File: src/rtl/branch_resolve_unit.sv
// Purpose: carries gshare prediction metadata through IF/ID and ID/EX and resolves it at EX.
// Latency: EX outputs are combinational from ID/EX state (0 cycles); counters update at the edge.
// Backpressure: stall holds IF/ID and bubbles ID/EX; flush kills both stages and wins over stall.
module branch_resolve_unit #(
   parameter int PHT_IDX_W = 5,
   parameter int CNT_W     = 32
) (
   input  logic                 clk,
   input  logic                 reset,
   input  logic                 stall,
   input  logic                 if_valid,
   input  logic [31:0]          if_pc,
   input  logic [31:0]          if_pred_next_pc,
   input  logic [PHT_IDX_W-1:0] if_pht_index,
   input  logic                 ex_is_branch,
   input  logic                 ex_is_jal,
   input  logic                 ex_is_jalr,
   input  logic                 ex_branch_cond,
   input  logic [31:0]          ex_target,
   output logic                 is_branch,
   output logic                 is_jal,
   output logic                 is_jalr,
   output logic                 actual_taken,
   output logic [31:0]          actual_branch_target,
   output logic                 prediction_correct,
   output logic [PHT_IDX_W-1:0] pht_update_index,
   output logic [31:0]          ID_EX_pc,
   output logic                 flush,
   output logic [31:0]          redirect_pc,
   output logic [CNT_W-1:0]     branch_count,
   output logic [CNT_W-1:0]     mispredict_count
);

   logic                 if_id_vld_q, if_id_vld_d;
   logic [31:0]          if_id_pc_q, if_id_pc_d;
   logic [31:0]          if_id_pred_q, if_id_pred_d;
   logic [PHT_IDX_W-1:0] if_id_idx_q, if_id_idx_d;
   logic                 id_ex_vld_q, id_ex_vld_d;
   logic [31:0]          id_ex_pc_q, id_ex_pc_d;
   logic [31:0]          id_ex_pred_q, id_ex_pred_d;
   logic [PHT_IDX_W-1:0] id_ex_idx_q, id_ex_idx_d;
   logic [CNT_W-1:0]     branch_count_q, branch_count_d;
   logic [CNT_W-1:0]     mispredict_count_q, mispredict_count_d;

   logic        taken_raw;
   logic        any_ctrl;
   logic [31:0] actual_next;

   // EX resolution: compare predicted next pc with the resolved one; all outputs gated by valid
   always_comb begin
      any_ctrl             = ex_is_branch | ex_is_jal | ex_is_jalr;
      // several ex_is_* at once is illegal; any jal/jalr bit makes it resolve taken
      taken_raw            = ex_is_jal | ex_is_jalr | (ex_is_branch & ex_branch_cond);
      actual_next          = taken_raw ? ex_target : id_ex_pc_q + 32'd4;
      prediction_correct   = !id_ex_vld_q || (id_ex_pred_q == actual_next);
      flush                = id_ex_vld_q & !prediction_correct;
      redirect_pc          = id_ex_vld_q ? actual_next : 32'd0;
      is_branch            = id_ex_vld_q & ex_is_branch;
      is_jal               = id_ex_vld_q & ex_is_jal;
      is_jalr              = id_ex_vld_q & ex_is_jalr;
      actual_taken         = id_ex_vld_q & taken_raw;
      actual_branch_target = id_ex_vld_q ? ex_target : 32'd0;
      pht_update_index     = id_ex_vld_q ? id_ex_idx_q : '0;
      ID_EX_pc             = id_ex_pc_q;
      branch_count         = branch_count_q;
      mispredict_count     = mispredict_count_q;
   end

   // Stage advance: flush beats stall beats normal shift; bubbles carry an all-zero payload
   always_comb begin
      if_id_vld_d  = if_id_vld_q;
      if_id_pc_d   = if_id_pc_q;
      if_id_pred_d = if_id_pred_q;
      if_id_idx_d  = if_id_idx_q;
      id_ex_vld_d  = 1'b0;
      id_ex_pc_d   = 32'd0;
      id_ex_pred_d = 32'd0;
      id_ex_idx_d  = '0;
      if (flush) begin
         if_id_vld_d = 1'b0;
      end else if (!stall) begin
         if_id_vld_d  = if_valid;
         if_id_pc_d   = if_pc;
         if_id_pred_d = if_pred_next_pc;
         if_id_idx_d  = if_pht_index;
         id_ex_vld_d  = if_id_vld_q;
         id_ex_pc_d   = if_id_pc_q;
         id_ex_pred_d = if_id_pred_q;
         id_ex_idx_d  = if_id_idx_q;
      end
   end

   // Statistics: count each resolved control instruction and each misprediction, wrapping
   always_comb begin
      branch_count_d     = branch_count_q;
      mispredict_count_d = mispredict_count_q;
      if (id_ex_vld_q && any_ctrl) begin
         branch_count_d = branch_count_q + {{(CNT_W-1){1'b0}}, 1'b1};
      end
      if (flush) begin
         mispredict_count_d = mispredict_count_q + {{(CNT_W-1){1'b0}}, 1'b1};
      end
   end

   // State registers with synchronous active-low reset that drops all in-flight metadata
   always_ff @(posedge clk) begin
      if (!reset) begin
         if_id_vld_q        <= 1'b0;
         if_id_pc_q         <= 32'd0;
         if_id_pred_q       <= 32'd0;
         if_id_idx_q        <= '0;
         id_ex_vld_q        <= 1'b0;
         id_ex_pc_q         <= 32'd0;
         id_ex_pred_q       <= 32'd0;
         id_ex_idx_q        <= '0;
         branch_count_q     <= '0;
         mispredict_count_q <= '0;
      end else begin
         if_id_vld_q        <= if_id_vld_d;
         if_id_pc_q         <= if_id_pc_d;
         if_id_pred_q       <= if_id_pred_d;
         if_id_idx_q        <= if_id_idx_d;
         id_ex_vld_q        <= id_ex_vld_d;
         id_ex_pc_q         <= id_ex_pc_d;
         id_ex_pred_q       <= id_ex_pred_d;
         id_ex_idx_q        <= id_ex_idx_d;
         branch_count_q     <= branch_count_d;
         mispredict_count_q <= mispredict_count_d;
      end
   end

endmodule

File: config.mk
export PLATFORM = sky130hd
export DESIGN_NAME = branch_resolve_unit
export DESIGN_NICKNAME = d
export VERILOG_FILES = /design/src/rtl/branch_resolve_unit.sv
export SDC_FILE = /design/constraint.sdc
export NUM_CORES = 1
export LEC_CHECK = 0
export CAP_MARGIN = 20
export CORE_MARGIN = 2
export CORE_UTILIZATION = 44
export DETAILED_ROUTE_END_ITERATION = 7
export PLACE_DENSITY = 0.85
export RECOVER_POWER = 50
export SYNTH_ARGS = -nofsm -noshare
export SYNTH_HDL_FRONTEND = slang
export SYNTH_SLANG_ARGS = --single-unit
File: constraint.sdc
create_clock -name clk -period 6.2 [get_ports clk]
set_clock_uncertainty 0.2 [all_clocks]
set_input_delay 1.86 -clock clk [delete_from_list [all_inputs] [get_ports clk]]
set_output_delay 1.86 -clock clk [all_outputs]
set_load 0.01 [all_outputs]
==> results.yml <==
status:
  outcome: "complete, but fails checks"
  failed_checks: "capacitance limit, slew limit"
placed_design:
  dp.cells: 1819
  placed_area_um2: 13870
  gp_congestion: 0.9592
  io_buffers: 279
  dp_hpwl_um: 25400
route:
  ant_nets: 0
  dr.pass1.iters: 6
  wl_um: 34890
  drtIter0Drc: 736
  vias: 10130
  viasPerCell: 5.431
  drc: 0
  routedWlPerCell_um: 18.71
worst_setup_path:
  crit_required_ns: 4.14
  cp_max_fo: 5
  path_class: "in -> out"
  reg2reg_depth: 14
  worst_ep_arrival_time_ns: 4.10
  crit_path_end_kind: "output pin"
  r2r_slack_ns: 1.72
  r2r-start: "ID_EX_pc[3]"
  r2r-end: "if_id_pred_q[8]"
  start_kind: "input port"
worst_hold_path:
  min_to: "ID_EX_pc[19]"
  worstHoldPathCells: 1
  hp-class: "reg -> reg"
  hold_start: "if_id_pc_q[19]"
power:
  p_seq_share_pct: 44.6
  power_density_nw_per_um2: 208.7
  pwr-share-clk_pct: 44.1
  p_switching_mw: 0.7497
  vdd_drop_max_uv: 180.0
  p_leak_nw: 6.045
  intPower_mw: 2.361
  p_comb_share_pct: 11.3
  swShare_pct: 24.10
clock_tree:
  tritoncts: "built"
  htreeDepth: 1
  cts-root-buf: "clkbuf_16"
  numCtsBuffers: 23
  cts.sinks: 204
  clkSlewWorstSetupHoldPaths_ns: 0.07
  clockBufferDepth: 3
  clock_latency_ns: 0.52
grt:
  grt_pass1_wl_um: 52720
  track_usage_pct: 26.83
  grt_max_degree: 113
  grt.overflow.total: 0
  grt_pass1_vias: 9581
  antenna_found_initial: 0
floorplan:
  dieArea_um2: 24830
  fp.dieW_um: 157.6
  start_util_pct: 44.48
  rows: 56
  pin_count: 280
  core_area_um2: 23330
  fp.dieH_um: 157.6
logic_synthesis:
  yosys-top-cells-area: "dfxtp_1, mux2i_1, nand2_1"
  yosysMostFrequentCell: "dfxtp_1"
  yosysWarnings: 0
  synth_edf_count: 0
  syn_area_um2: 10380
  synth.largest_area_cell: "dfxtp_1"
  synth_top_area_share_pct: 39.35
  synthArstFlopShare_pct: 0
  ys_seq_area_share_pct: 39.35
  ys_seq_elements: 204
  ys_types: 71
  synthFlopType: "dfxtp_1"
  syn_inst: 1226
  postSynthAreaPerCell_um2: 8.466
  synth_fp_nets: 1338
  ys_top_cells_by_count: "dfxtp_1, nand2_1, and2_1"
timing:
  fin_crit_sh_pct: 99.29
  report.final.setup_viol: 0
  worstMarginPinSlew_ns: 3.350
  holdWs_ns: 0.2434
  slew_headroom_pct: -123.3
  slew_violations: 78
  rsz0062_at_grt: "yes"
  min_period_ns: 6.156
  hold_viol: 0
  max_freq_ghz: 0.1624
final_layout:
  final_cells: 1865
  multi_input_area_um2: 6047
  drive_gt1_share_pct: 11.01
  syn2layout_area_growth_pct: 43.62
  nFillCells: 1959
  layout.nets: 1642
  design_area_um2: 14910
  seqCellArea_um2: 4085
flow_run:
  maxCapViolCount: 1
==> power groups by stage <==
stage	combinational (mW)	sequential [mW]	clock, mW
6_report	0.352	1.39	1.37
3_5_place_dp	0.333	1.41	0
5_1_grt	0.377	1.39	1.44
4_1_cts	0.342	1.39	1.40
3_3_place_gp	0.329	1.41	0
2_1_floorplan	0.164	1.40	0
==> placed cells by master (no fill, tap or decap), types with 29 or more instances in the layout <==
| master | Yosys | layout |
|---|---|---|
| buf_4 | 8 | 69 |
| dfxtp_1 | 204 | 203 |
| nand2_1 | 197 | 196 |
| xnor2_1 | 37 | 35 |
| mux2i_1 | 90 | 88 |
| xor2_1 | 49 | 44 |
| and2_1 | 108 | 105 |
| inv_1 | 31 | 29 |
| clkdlybuf4s50_1 | 0 | 153 |
| nor2_1 | 90 | 89 |
| dlygate4sd3_1 | 0 | 96 |
| nand3_1 | 41 | 40 |
==> final cells by class <==
cell class                 instances  share of cell area (%)
multi-input combinational        910                   40.57
sequential                       204                   27.41
timing repair buffer             359                   23.40
clock buffer                      31                   4.399
tap                              319                   2.678
inverter                          32                  0.8058
clock inverter                     8                  0.7051
antenna                            2                 0.03358
==> how the worst max path moves through the flow <==
stage	startpoint	end
5_1_grt	ex_is_jalr	flush
3_3_place_gp	ex_is_branch	prediction_correct
3_5_place_dp	ex_is_branch	prediction_correct
4_1_cts	ex_target[21]	flush
6_report	ex_is_jalr	flush
2_1_floorplan	ex_is_branch	flush
==> critical path, cell delays in order <==
cell,delay [ns]
buf_2,0.12
a211oi_4,0.24
buf_12,0.17
mux2i_4,0.26
xnor2_2,0.10
nor4_2,0.31
buf_4,0.18
nand3_2,0.06
a2111o_1,0.51
nand2_2,0.11
inv_2,0.04
buf_6,0.11
==> routing by layer <==
metal / share of wire (%) / vias up / global-route usage (%) / wire [µm]
met4: 3.4 / 0 / 9.004 / 1178
met2: 47 / 420 / 45.71 / 16520
met5: 0 / - / 0 / 0
met3: 6.5 / 84 / 3.586 / 2266
met1: 43 / 4765 / 35.08 / 14920
li1: - / 4859 / - / -
==> cells by family after synthesis <==
kind of cell | share of synthesized area, %
buf+inv | 4.738
flops | 39.35
simple gates | 28.48
compound gates | 10.48
xor+xnor | 7.920
fa+ha+maj | 0.3617
mux | 8.680
==> sequential cells by signal, summed over array words and instances (netlist names) <==
name	flops
id_ex_pred_q	32
if_id_pc_q	32
id_ex_vld_q	1
id_ex_idx_q	5
if_id_pred_q	32
ID_EX_pc	32
branch_count	32
if_id_vld_q	1
mispredict_count	32
if_id_idx_q	5
==> through the flow <==
stage | power (mW) | utilization [%] | setup slack (ns) | TNS [ns]
2_1_floorplan | 1.566 | - | 0.1058 | 0
3_3_place_gp | 1.741 | 59.46 | -0.8207 | -5.007
3_5_place_dp | 1.747 | 59.46 | -0.8610 | -5.348
4_1_cts | 3.124 | 63.20 | 0.001297 | 0
5_1_grt | 3.211 | 63.86 | -0.03941 | -0.07055
6_report | 3.110 | 63.88 | 0.04374 | 0
==> repair_timing <==
item                                    in CTS  in global routing
endpoints found under the setup margin      22                  2
cloned                                       0                  0
resized for setup                           76                 32
setup buffers                                3                  1
pin swaps                                   16                 17
hold buffers                                 0                  0
(Power assumes the default switching activity.)
